**config.mk**
```make
export PLATFORM = sky130hd
export DESIGN_NAME = mask_index_encoder
export DESIGN_NICKNAME = d
export VERILOG_FILES = /design/src/rtl/mask_index_encoder.sv
export SDC_FILE = /design/constraint.sdc
export NUM_CORES = 1
export LEC_CHECK = 0
export BUFFER_PORTS_ARGS = -buffer_cell sky130_fd_sc_hd__buf_2
export CAP_MARGIN = 20
export CORE_MARGIN = 4
export CORE_UTILIZATION = 48
export CTS_CLUSTER_DIAMETER = 60
export DETAILED_ROUTE_END_ITERATION = 10
export GPL_TIMING_DRIVEN = 0
export PLACE_DENSITY = 0.75
export SETUP_SLACK_MARGIN = 0.2
export SLEW_MARGIN = 20
export SYNTH_ARGS = -nofsm -noshare
export SYNTH_HDL_FRONTEND = slang
export SYNTH_SLANG_ARGS = --single-unit
```
**constraint.sdc**
```tcl
create_clock -name clk -period 2.7 [get_ports clk]
set_clock_uncertainty 0.15 [all_clocks]
set_input_delay 0.54 -clock clk [delete_from_list [all_inputs] [get_ports clk]]
set_output_delay 0.54 -clock clk [all_outputs]
set_load 0.03 [all_outputs]
```
**src/rtl/mask_index_encoder.sv**
```systemverilog
// Sequential mask-to-index encoder: one index per beat, ascending by default.
// Define ENC_MSB_FIRST_EN to emit indices in descending order instead.
module mask_index_encoder #(
  parameter int N = 8,
  localparam int W = $clog2(N)
) (
  input  logic         clk,
  input  logic         rst_n,
  input  logic         in_valid,
  output logic         in_ready,
  input  logic [N-1:0] in_mask,
  output logic         out_valid,
  input  logic         out_ready,
  output logic [W-1:0] out_idx,
  output logic         out_last,
  output logic         in_empty
);

  typedef enum logic {
    IDLE,
    EMIT
  } state_t;

  state_t         state;
  logic [N-1:0]   pending;
  logic [N-1:0]   sel;
  logic [W-1:0]   idx;
  logic           single;

  // Priority pick over pending; the loop order decides which end wins.
  always_comb begin
    idx = '0;
    sel = '0;
`ifdef ENC_MSB_FIRST_EN
    for (int i = 0; i < N; i++) begin
`else
    for (int i = N - 1; i >= 0; i--) begin
`endif
      if (pending[i]) begin
        idx    = W'(i);
        sel    = '0;
        sel[i] = 1'b1;
      end
    end
  end

  assign single = (pending != '0) &&
                  ((pending & (pending - N'(1))) == '0);

  assign in_ready  = (state == IDLE);
  assign out_valid = (state == EMIT);
  assign out_idx   = idx;
  assign out_last  = (state == EMIT) && single;

  always_ff @(posedge clk or negedge rst_n) begin
    if (!rst_n) begin
      state    <= IDLE;
      pending  <= '0;
      in_empty <= 1'b0;
    end else begin
      in_empty <= 1'b0;
      case (state)
        IDLE: begin
          if (in_valid) begin
            if (in_mask != '0) begin
              pending <= in_mask;
              state   <= EMIT;
            end else begin
              in_empty <= 1'b1;
            end
          end
        end
        EMIT: begin
          if (out_ready) begin
            if (single) begin
              pending <= '0;
              state   <= IDLE;
            end else begin
              pending <= pending & ~sel;
            end
          end
        end
        default: begin
          state   <= IDLE;
          pending <= '0;
        end
      endcase
    end
  end

endmodule
```
## Yosys cells after proc, flatten, opt, wreduce, memory -nomap -nowiden

Index checks and enable logic that the tools add are counted.

| word-level totals | value |
|---|---|
| register bits | 10 |
| bits of input ports | 12 |
| output and inout bits | 7 |
| bits in read-only memories | 0 |
| bits in latches | 0 |
| RAM bits | 0 |
| logic and storage cells | 46 |
| memories kept | 0 |

| cells by class | value |
|---|---|
| reductions and logical operators | 6 |
| $add $sub $neg | 1 |
| $lt $le $gt $ge | 0 |
| divide/modulo/power cells | 0 |
| equal/unequal tests | 3 |
| mux-type cells | 29 |
| multipliers | 0 |
| shift-type cells | 0 |
| bitwise gates (word level) | 4 |

Operators by type and width:

| kind | count |
|---|---|
| 8-bit 2-to-1 mux | 12 |
| 3-bit 2-to-1 mux | 8 |
| 8-bit bitwise AND | 2 |
| 8-bit case mux with 2 select lines | 1 |
| 8-bit nonzero test | 2 |
| 8-bit zero test | 1 |
| 8-bit NOT | 1 |
| 8-bit by 1-bit subtractor with 8-bit output (second input constant) | 1 |
| 1-bit 2-to-1 mux | 7 |
| 2-bit inequality test (second input constant) | 2 |
| 3-bit AND reduction | 1 |
| 1-bit logical AND | 2 |
| 2-bit by 1-bit inequality test with 1-bit output (second input constant) | 1 |
| 1-bit case mux with 2 select lines | 1 |
| 1-bit NOT | 1 |

## Longest topological paths before layout

Gate-level depths: netlist (run 1).

| logic depth | value |
|---|---|
| depth in word-level cells | 13 |
| gate-level depth with buffers | 6 |
| depth with buffers taken out | 5 |

## Worst setup path after synthesis (run 1)

Ideal clock, no wire load.

| path | value |
|---|---|
| path kind | flip-flop to output port |
| start point | reg pending[1] |
| end point | out out_last |
| stages on the path, launching flop included | 7 |
| data arrival time | 1854 ps |
| path slack | 156 ps |
| path buffers | 1 |
| cell sequence | dfrtp_1 > or4_1 > buf_2 > or2_4 > o22ai_1 > or2_1 > and3_1 |

| on the way | value |
|---|---|
| word-level cells in the longest chain between the ends | 5 |
| elaborated cells on any way between the ends | 6 |

Ends and longest elaborated chain:

| item | line | RTL |
|---|---|---|
| start, declared | 25 | `logic [N-1:0] pending;` |
| start signal, assigned | 66 | `pending <= in_mask;` |
| start signal, assigned | 79 | `pending <= pending & ~sel;` |
| 8-bit by 1-bit subtractor with 8-bit output | 48 | `((pending & (pending - N'(1))) == '0);` |
| 8-bit bitwise AND | 48 |  |
| 8-bit zero test | 48 |  |
| 1-bit logical AND * | 47 | `assign single = (pending != '0) &&` |
| 1-bit logical AND * | 53 | `assign out_last = (state == EMIT) && single;` |
| end, declared | 15 | `output logic out_last,` |

Every way passes the cells marked *; elsewhere a longest branch is shown, timed or not.

## Worst setup path after layout (run 1)

Same ends and word-level chain as after synthesis.

==> results.md, run 1 <==
- The category of the critical setup timing path is flip-flop to output port.
- The Yosys step of the flow raised 0 warnings.
- The startpoint of the worst register-to-register path is pending[1]$_DFFE_PN0P_.
- In the post-synthesis netlist, the biggest area contributors are sky130_fd_sc_hd__dfrtp_1 (39%), sky130_fd_sc_hd__nand2_1 (7.0%), sky130_fd_sc_hd__a21oi_1 (4.6%), sky130_fd_sc_hd__nor2_1 (4.6%), sky130_fd_sc_hd__a22o_1 (4.1%).
- In this run the remaining antenna-violating nets after routing total 0.
- The clock period minus worst slack is between 2 and 3 ns.
- The area enclosed by the die boundary is 0.001999 mm^2.
- Buffers placed on the I/O ports in this run total 18.
- The first global-routing pass estimated 2863 um of wire.
- The ratio of cells with drive above 1 in the final layout is 0.3694.
- The clock transition at the register clock pins on the worst setup and hold paths after CTS is approximately 0.07 ns.
- The endpoint of the worst register-to-register path is out_valid$_DFF_PN0_.
- The number of nets in the finished design is roughly 120.
- The final weighted congestion in routability-driven placement is 0.8221.
- The top fanout value on the critical path is 4.
- The mux share of post-synthesis cell area is 0.
- The floorplan has 12 rows.
- By area, the combinational part of the netlist is dominated by compound AO/OA/AOI/OAI gates.
- The cell type with the highest aggregate area in the netlist is sky130_fd_sc_hd__dfrtp_1.
- The initial antenna violation count is 0.
- The via count of the first global-routing pass is 684.
- In this run the number of H-tree levels came out at 1.
- The highest ir drop seen on vdd is 0.0007012 V.
- The path class of the tightest hold or removal check is input pin to flip-flop.
- The data required time of the critical path is between 2 and 2.5 ns.
- The share of synthesized area occupied by flip-flops and latches is 0.3868.
- The per-cell via count in the routed design is 5.744.
- Measured on the finished design, the core utilization comes to 0.7679.
- The die extent in y is 44.71 um.
- The synthesized flop and latch total is 10.
- Measured along the x axis, the die boundary spans around 45 um.
- Hold is met by 0.3288 ns.
- The boundary pin count is 19.
- The arrival time reported for the critical path endpoint is 2.18 ns.
- The final worst-path cycle share is 1.063.
- The total placed cells including tap cells is 111.
- The slew of the pin with the lowest slew margin is 0.6021 ns.
- The critical path goes through or4_4 -> buf_6 -> or2_4 -> a211oi_2 -> or2_1 -> and3_4 -> buf_6.
- For this run, the leading register cell type out of synthesis is sky130_fd_sc_hd__dfrtp_1.
- The routed wirelength normalized by instance count is 14.66 um.
- The post-detailed-route DRC marker count is 0.
- The wire length reported by the detailed router is between 1500 and 2000 um.
- No sink is reached through more buffers than the 2 on the longest clock path.
- For this design the static power due to leakage is ~0.46 nW.
- The half-perimeter wire length of the detailed placement result is 1172 um.
- The cell count of the worst hold path is 3.
- The count of endpoints failing setup in the final report is 1.
- The register-to-register path setup slack is 0.59 ns.
- Setup repair after global routing could not meet its margin everywhere.
- The post-synthesis net count is ~90.
- The xor-xnor portion of the synthesized cell area is 0.01354.
- The checks that failed: setup timing.
- Yosys mapped a number of flops with a built-in enable equal to 0.
- The cell with the biggest individual delay on the critical path is sky130_fd_sc_hd__or4_4.
- The mapped cell area is 646.9 um^2.
- The number of antenna diodes in the final layout is 0.
- In the global route stage, overall resource usage came out at 0.1942.
- A synthesized cell averages slightly above 8 um^2.
- TritonCTS built the clock tree.
- After layout, the worst setup slack is -0.1692 ns.
- The worst pin sits at a relative slew slack of 0.5949.
- The overall via count from detail_route is about 700.
- Power spread over the standard cell area amounts to 1554 mW/mm^2.
- Measured in cells, the most critical reg-to-reg path has a length of 7.
- Summing all flip-flop and latch instances after layout gives 250.2 um^2.
- In this run the most critical hold path is launched from in_mask[6].
- Entering global routing, the biggest net connects 11 pins.
- The signed area change from the synthesized netlist to the final layout is 40.81%.
- The total grt overflow is 0.
- Clock tree synthesis found a total of 10 sinks.
- The final max-slew violation count is 0.
- In the synthesized netlist the async set-or-reset flop fraction comes to 1.000.
- The worst-case setup slack after placement is 0.04317 ns.
- In this run, distinct cell masters in the synthesized netlist total 31.
- For this run, the slowest stage of the critical path takes 0.53 ns.
- The simple logic cell fraction of the synthesized area is 0.2553.
- The share of synthesized area in the top cell type comes to 0.3868.
- After technology mapping, the gate count stands at 79.
- The insertion delay to the later sink of the worst-skew pair is 0.27 ns.
- The number of hold-slack violations in the final timing report was 0.
- The most frequent cell after synthesis is sky130_fd_sc_hd__nand2_1.
- Of the total synthesized cell area, the portion taken by full adders, half adders and majority gates is 0.01547.
- The endpoint type of the worst setup path is an output port.
- In the final layout, the multi-input gates occupy 372.9 um^2.
- The post-synthesis compound-gate area fraction came to 0.2669.
- The run finished, with violations left.
- Once layout is complete, the cells apart from fillers number around 130.
- Timing would allow up to 348.5 MHz.
- The initial utilization of the core area, before any placement, comes to 0.5454.
- The initial DRC count is 24.
- The total area inside the core boundary comes to ~0.0012 mm^2.
- The worst setup path is launched from a flip-flop.
- By count the netlist is led by sky130_fd_sc_hd__nand2_1 (12), sky130_fd_sc_hd__dfrtp_1 (10), sky130_fd_sc_hd__nor2_1 (8).
- Across the run, the number of max-cap violations was 0.
- The layout has 80 filler cells.
- The number of CTS-inserted buffers is 3.
- The most prevalent standard cell on the critical path is sky130_fd_sc_hd__buf_6.
- The count of TritonRoute iterations in the first routing pass is 6.
- The worst hold path terminates at pending[6]$_DFFE_PN0P_.
- In this run the clock root is driven by a sky130_fd_sc_hd__clkbuf_4.
==> stage by stage <==
step	area [um^2]	total power, W	setup TNS [ns]
5_1_grt	910.9	0.001498	-0.2462
6_report	910.9	0.001415	-0.1692
2_1_floorplan	648.1	0.0008286	0
3_3_place_gp	755.7	0.0009813	0
4_1_cts	884.6	0.001336	-0.1438
3_5_place_dp	755.7	0.0009980	0
==> cells in the final DEF, fill, tap and decap left out, types with 2 or more instances in the layout <==
cell type / instances
sky130_fd_sc_hd__buf_2: 17
sky130_fd_sc_hd__nand2_1: 12
sky130_fd_sc_hd__dfrtp_1: 10
sky130_fd_sc_hd__buf_4: 9
sky130_fd_sc_hd__nor2_1: 7
sky130_fd_sc_hd__a21oi_1: 6
sky130_fd_sc_hd__buf_6: 5
sky130_fd_sc_hd__o21ai_0: 5
sky130_fd_sc_hd__inv_1: 3
sky130_fd_sc_hd__nor4_1: 3
sky130_fd_sc_hd__a22o_1: 3
sky130_fd_sc_hd__a21o_1: 3
sky130_fd_sc_hd__clkbuf_4: 3
sky130_fd_sc_hd__or3_1: 2
==> repair_timing <==
item	in CTS	in global routing
pin swaps	4	2
hold buffers	1	0
endpoints found under the setup margin	1	2
hold endpoints to repair	10	0
buffers inserted	7	2
resized for setup	9	3
==> logic make-up (layout without fill, tap and decap cells) <==
logic type | Yosys count | count (layout)
adders and majority gates | 1 | 1
buffers and inverters | 8 | 40
DFF | 10 | 10
AOI/OAI and AO/OA | 25 | 25
xor gates and xnor gates | 1 | 1
and+or+nand+nor | 34 | 34
==> metal layers <==
layer,track usage,up-vias,share of wire
met4,0.1024,0,0.019
met2,0.3181,28,0.50
met1,0.2401,336,0.43
li1,-,348,-
met3,0.03586,6,0.053
met5,0,-,0
==> layout make-up <==
type / count / area share
Clock buffer: 4 / 0.03984
Tap cell: 14 / 0.01923
Inverter: 3 / 0.01236
Buffer: 5 / 0.03846
Multi-Input combinational cell: 61 / 0.4093
Sequential cell: 10 / 0.2747
Timing Repair Buffer: 28 / 0.2060
==> worst max-delay path, delay by kind of cell, from the launching register on <==
family	cells	cell delay, ns
compound gates	1	0.13
buf+inv	2	0.25
simple gates	4	1.13
flops	1	0.39
==> worst max path at each step <==
| stage | start | end | cells after the start | slack (ns) |
|---|---|---|---|---|
| global placement | pending[3]$_DFFE_PN0P_ | out_last | 7 | 0.05 |
| global route | pending[1]$_DFFE_PN0P_ | out_last | 7 | -0.25 |
| finish | pending[1]$_DFFE_PN0P_ | out_last | 7 | -0.17 |
| CTS | pending[1]$_DFFE_PN0P_ | out_last | 7 | -0.14 |
| detailed placement | pending[3]$_DFFE_PN0P_ | out_last | 7 | 0.04 |
| floorplan | pending[1]$_DFFE_PN0P_ | out_last | 6 | 0.21 |
==> where the power goes <==
part / switching (W) / internal (W) / total (W)
Combinational: 0.000519 / 0.000486 / 0.00101
Sequential: 0.0000587 / 0.000209 / 0.000268
Clock: 0.0000605 / 0.0000820 / 0.000142
Total: 0.000638 / 0.000777 / 0.00142
==> flip-flops by register name, summed over array words and instances (netlist names) <==
name	flops
out_valid	1
pending	8
in_empty	1
(Power assumes the default switching activity.)
==> inputs of run 2 (changes only) <==
CORE_ASPECT_RATIO = 1.75   (was unset)
CORE_UTILIZATION = 25   (was 48)
PLACE_DENSITY = unset   (was 0.75)
REMOVE_ABC_BUFFERS = 1   (was unset)
==> run 2 against run 1 <==
Die area grew 75%. Setup slack better by 0.078 ns. Critical path type unchanged. The flow still finishes with violations (setup timing). Register-to-register slack got worse by 0.22 ns. First-iteration DRC count shrank 21%. Worst hold slack got worse by 0.32 ns. Critical path depth is 1 lower. Core utilization shrank 42 points. Maximum frequency up 2.8%. Sequential share of layout area grew 1.5 points. Count of clock-buffer cells in the layout fell by 1. Final cell count grew 3.2%. Final area decreased by 5.2%.
==> results.md, run 2 (synthesis gave the netlist of run 1 again) <==
- The total routing usage reported by global routing came to 0.1195 (-0.07464).
- The kind of launch point of the worst setup path is a flip-flop.
- The root cell of the clock tree is sky130_fd_sc_hd__clkbuf_8.
- The share of total power in combinational logic is 0.648 (-0.062).
- The die extent in y is 75.29 um (+68%).
- Setup repair after global routing could not meet its margin everywhere.
- The relative contribution of sequential cells to total power is 0.236 (+0.047).
- The highest cell delay on the worst timing path is 0.57 ns (+0.04 ns).
- The half-perimeter wire length of the detailed placement result is 1311 um (+12%).
- The count of endpoints failing setup in the final report is 1 (unchanged).
- The core area is 0.002492 mm^2 (+110%).
- The register-to-register path setup slack came to 0.37 ns (-0.22 ns).
- The number of hold-slack violations in the final timing report is 0 (unchanged).
- The worst max-slew margin expressed relative to the limit is 0.5296 (-0.06534).
- The number of CTS-inserted buffers was 3 (unchanged).
- Relative to the synthesized area, the layout overhead comes to 33.46%.
- The initial antenna violation count is 0 (unchanged).
- The wire length reported by the detailed router is 1872 um (+2.2%).
- The net switching fraction of the power was 0.4578 (+0.006936).
- The overall via count from detail_route is 677 (-5.7%).
- The routed wirelength normalized by instance count came to 14.51 um (-0.99%).
- The count of hold buffers inserted by post-cts repair came to 0 (-1).
- The worst register-to-register path ends at pending[1]$_DFFE_PN0P_.
- The final worst-path cycle share is 1.034 (-0.02876).
- The number of nets in the finished design is 117 (-5.6%).
- The count of fill cells added during filler insertion was 275 (+240%).
- Broken down by cell family, the worst path's largest delay share belongs to simple AND/OR/NAND/NOR gates.
- The final reports fail on setup timing.
- The post-route worst setup slack was -0.09154 ns (+0.07765 ns).
- The CTS tree is yes.
- The commonest non-fill, non-tap cell in the layout is sky130_fd_sc_hd__buf_2.
- The starting density of the core is 0.2595 (-0.2858).
- The switching power summed over all nets is 0.0006024 W (-5.6%).
- The total power is 0.001316 W (-7.0%).
- The via count of the first global-routing pass came to 659 (-3.7%).
- The worst hold slack across all endpoints is 0.009983 ns (-0.3189 ns).
- The antenna violation net count after detailed routing was 0 (unchanged).
- The floorplan die width is 46.45 um (+3.9%).
- The number of placement rows is 24 (+12).
- The buffers plus inverters on the worst setup path came to 1 (-1).
- The endpoint type of the worst setup path is an output port.
- The max capacitance violation total is 0 (unchanged).
- The top fanout value on the critical path is 4 (unchanged).
- The count of cells along the worst register-to-register path is 5 (-2).
- The clock transition at the register clock pins on the worst setup and hold paths after CTS is 0.05 ns (-0.02 ns).
- The cell with the biggest individual delay on the critical path is sky130_fd_sc_hd__or4_4.
- The peak clock frequency supported by timing came to 358.2 MHz (+2.8%).
- The per-cell via count in the routed design is 5.248 (-8.6%).
- The total grt overflow was 0 (unchanged).
- The initial DRC count was 19 (-21%).
- The internal power was 0.0007135 W (-8.2%).
- The highest ir drop seen on vdd is 0.0005275 V (-25%).
- The flow ran to the end, but the final reports show violations.
- By startpoint and endpoint, the worst setup path is classified as flip-flop to output port.
- The data required time of the critical path is 2.01 ns (about the same).
- The design area is 863.3 um^2 (-5.2%).
- The maximum clock path buffer count is 2 (unchanged).
- The boundary pin count is 19 (unchanged).
- The largest net degree at the start of global routing is 13 (+2).
- The arrival time reported for the critical path endpoint came to 2.10 ns (-0.08 ns).
- The area enclosed by the die boundary is 0.003497 mm^2 (+75%).
- The count of TritonRoute iterations in the first routing pass was 4 (-2).
- The number of diodes came to 0 (unchanged).
- The slew of the pin with the lowest slew margin was 0.7042 ns (+0.1021 ns).
- The clock period minus worst slack came to 2.792 ns (-0.07765 ns).
- The first-pass GRT wire length is 2891 um (+0.98%).
- The final weighted congestion in routability-driven placement came to 0.8177 (-0.54%).
- The cell leakage power is 0.4261 nW (-7.5%).
- The ratio of cells with drive above 1 in the final layout was 0.3398 (-0.02956).
- In this run the critical register-to-register path is launched from out_valid$_DFF_PN0_.
- The insertion delay to the later sink of the worst-skew pair came to 0.23 ns (-0.04 ns).
- The signal on the critical path passes through or4_4 -> or2_4 -> a211oi_2 -> or2_1 -> and3_4 -> buf_6.
- The H-tree level count came to 1 (unchanged).
- The part of the power in the clock network is 0.116 (+0.015).
- pending holds more flip-flops than any other register.
- The power per standard cell area was 1524 mW/mm^2 (-1.9%).
- The total clock sinks is 10 (unchanged).
- The number of flip-flops in the largest register is 8 (unchanged).
- The worst-case setup slack after placement came to 0.02928 ns (-0.01389 ns).
- The post-detailed-route DRC marker count came to 0 (unchanged).
- The total of buffers placed on input and output ports is 18 (unchanged).
- The path class of the tightest hold or removal check is input pin to async pin.
- The final max-slew violation count is 0 (unchanged).
- In the layout the commonest cells are sky130_fd_sc_hd__buf_2 (17), sky130_fd_sc_hd__nand2_1 (12), sky130_fd_sc_hd__dfrtp_1 (10).
- The area after detailed placement was 740.7 um^2 (-2.0%).
-- run 2: power groups by stage --
stage	Clock (W)	Combinational (W)	Sequential [W]
2_1_floorplan	0	0.000486	0.000305
3_3_place_gp	0	0.000631	0.000320
3_5_place_dp	0	0.000638	0.000323
4_1_cts	0.000155	0.000764	0.000305
5_1_grt	0.000162	0.000932	0.000320
6_report	0.000152	0.000853	0.000310
-- run 2: cell type report --
class,instances,area (um^2),share of cell area
sequential,10,250.2,0.2899
clock buffer,3,41.29,0.04783
timing repair buffer,26,156.4,0.1812
inverter,3,11.26,0.01304
multi-input combinational,61,371.6,0.4304
tap,26,32.53,0.03768
-- run 2: routing by layer --
layer	global-route usage	wire (um)
met5	0	0
met4	0.08544	38
met3	0.02128	46
met2	0.2209	1113
met1	0.1100	674
-- run 2: per-stage QoR --
stage,setup TNS [ns],std cells,util
2_1_floorplan,0,74,-
3_5_place_dp,0,118,0.2972
4_1_cts,-0.04397,126,0.3328
6_report,-0.09154,129,0.3464
5_1_grt,-0.1352,129,0.3464
3_3_place_gp,0,118,0.2972
-- run 2: worst max-delay path by stage --
| stage | slack, ns | startpoint | cells past startpoint | endpoint |
|---|---|---|---|---|
| after floorplan | 0.17 | pending[1]$_DFFE_PN0P_ | 5 | out_last |
| after global placement | 0.04 | pending[1]$_DFFE_PN0P_ | 6 | out_last |
| after detailed placement | 0.03 | pending[1]$_DFFE_PN0P_ | 6 | out_last |
| after CTS | -0.04 | pending[1]$_DFFE_PN0P_ | 6 | out_last |
| after global routing | -0.14 | pending[3]$_DFFE_PN0P_ | 6 | out_last |
| final | -0.09 | pending[3]$_DFFE_PN0P_ | 6 | out_last |
-- run 2: worst register-to-register path, cell delays in order, from the launching register on --
cell and delay (ns):
sky130_fd_sc_hd__dfrtp_1 0.53, sky130_fd_sc_hd__nor2b_1 0.63, sky130_fd_sc_hd__a21boi_0 0.31, sky130_fd_sc_hd__a21oi_1 0.18
sky130_fd_sc_hd__a21o_1 0.23, sky130_fd_sc_hd__a22o_2 0.19
-- run 2: what timing repair did --
action,in CTS,in global routing
gates resized for setup,3,2
pin swaps,2,4
endpoints found under the setup margin,1,2
buffers inserted,5,3
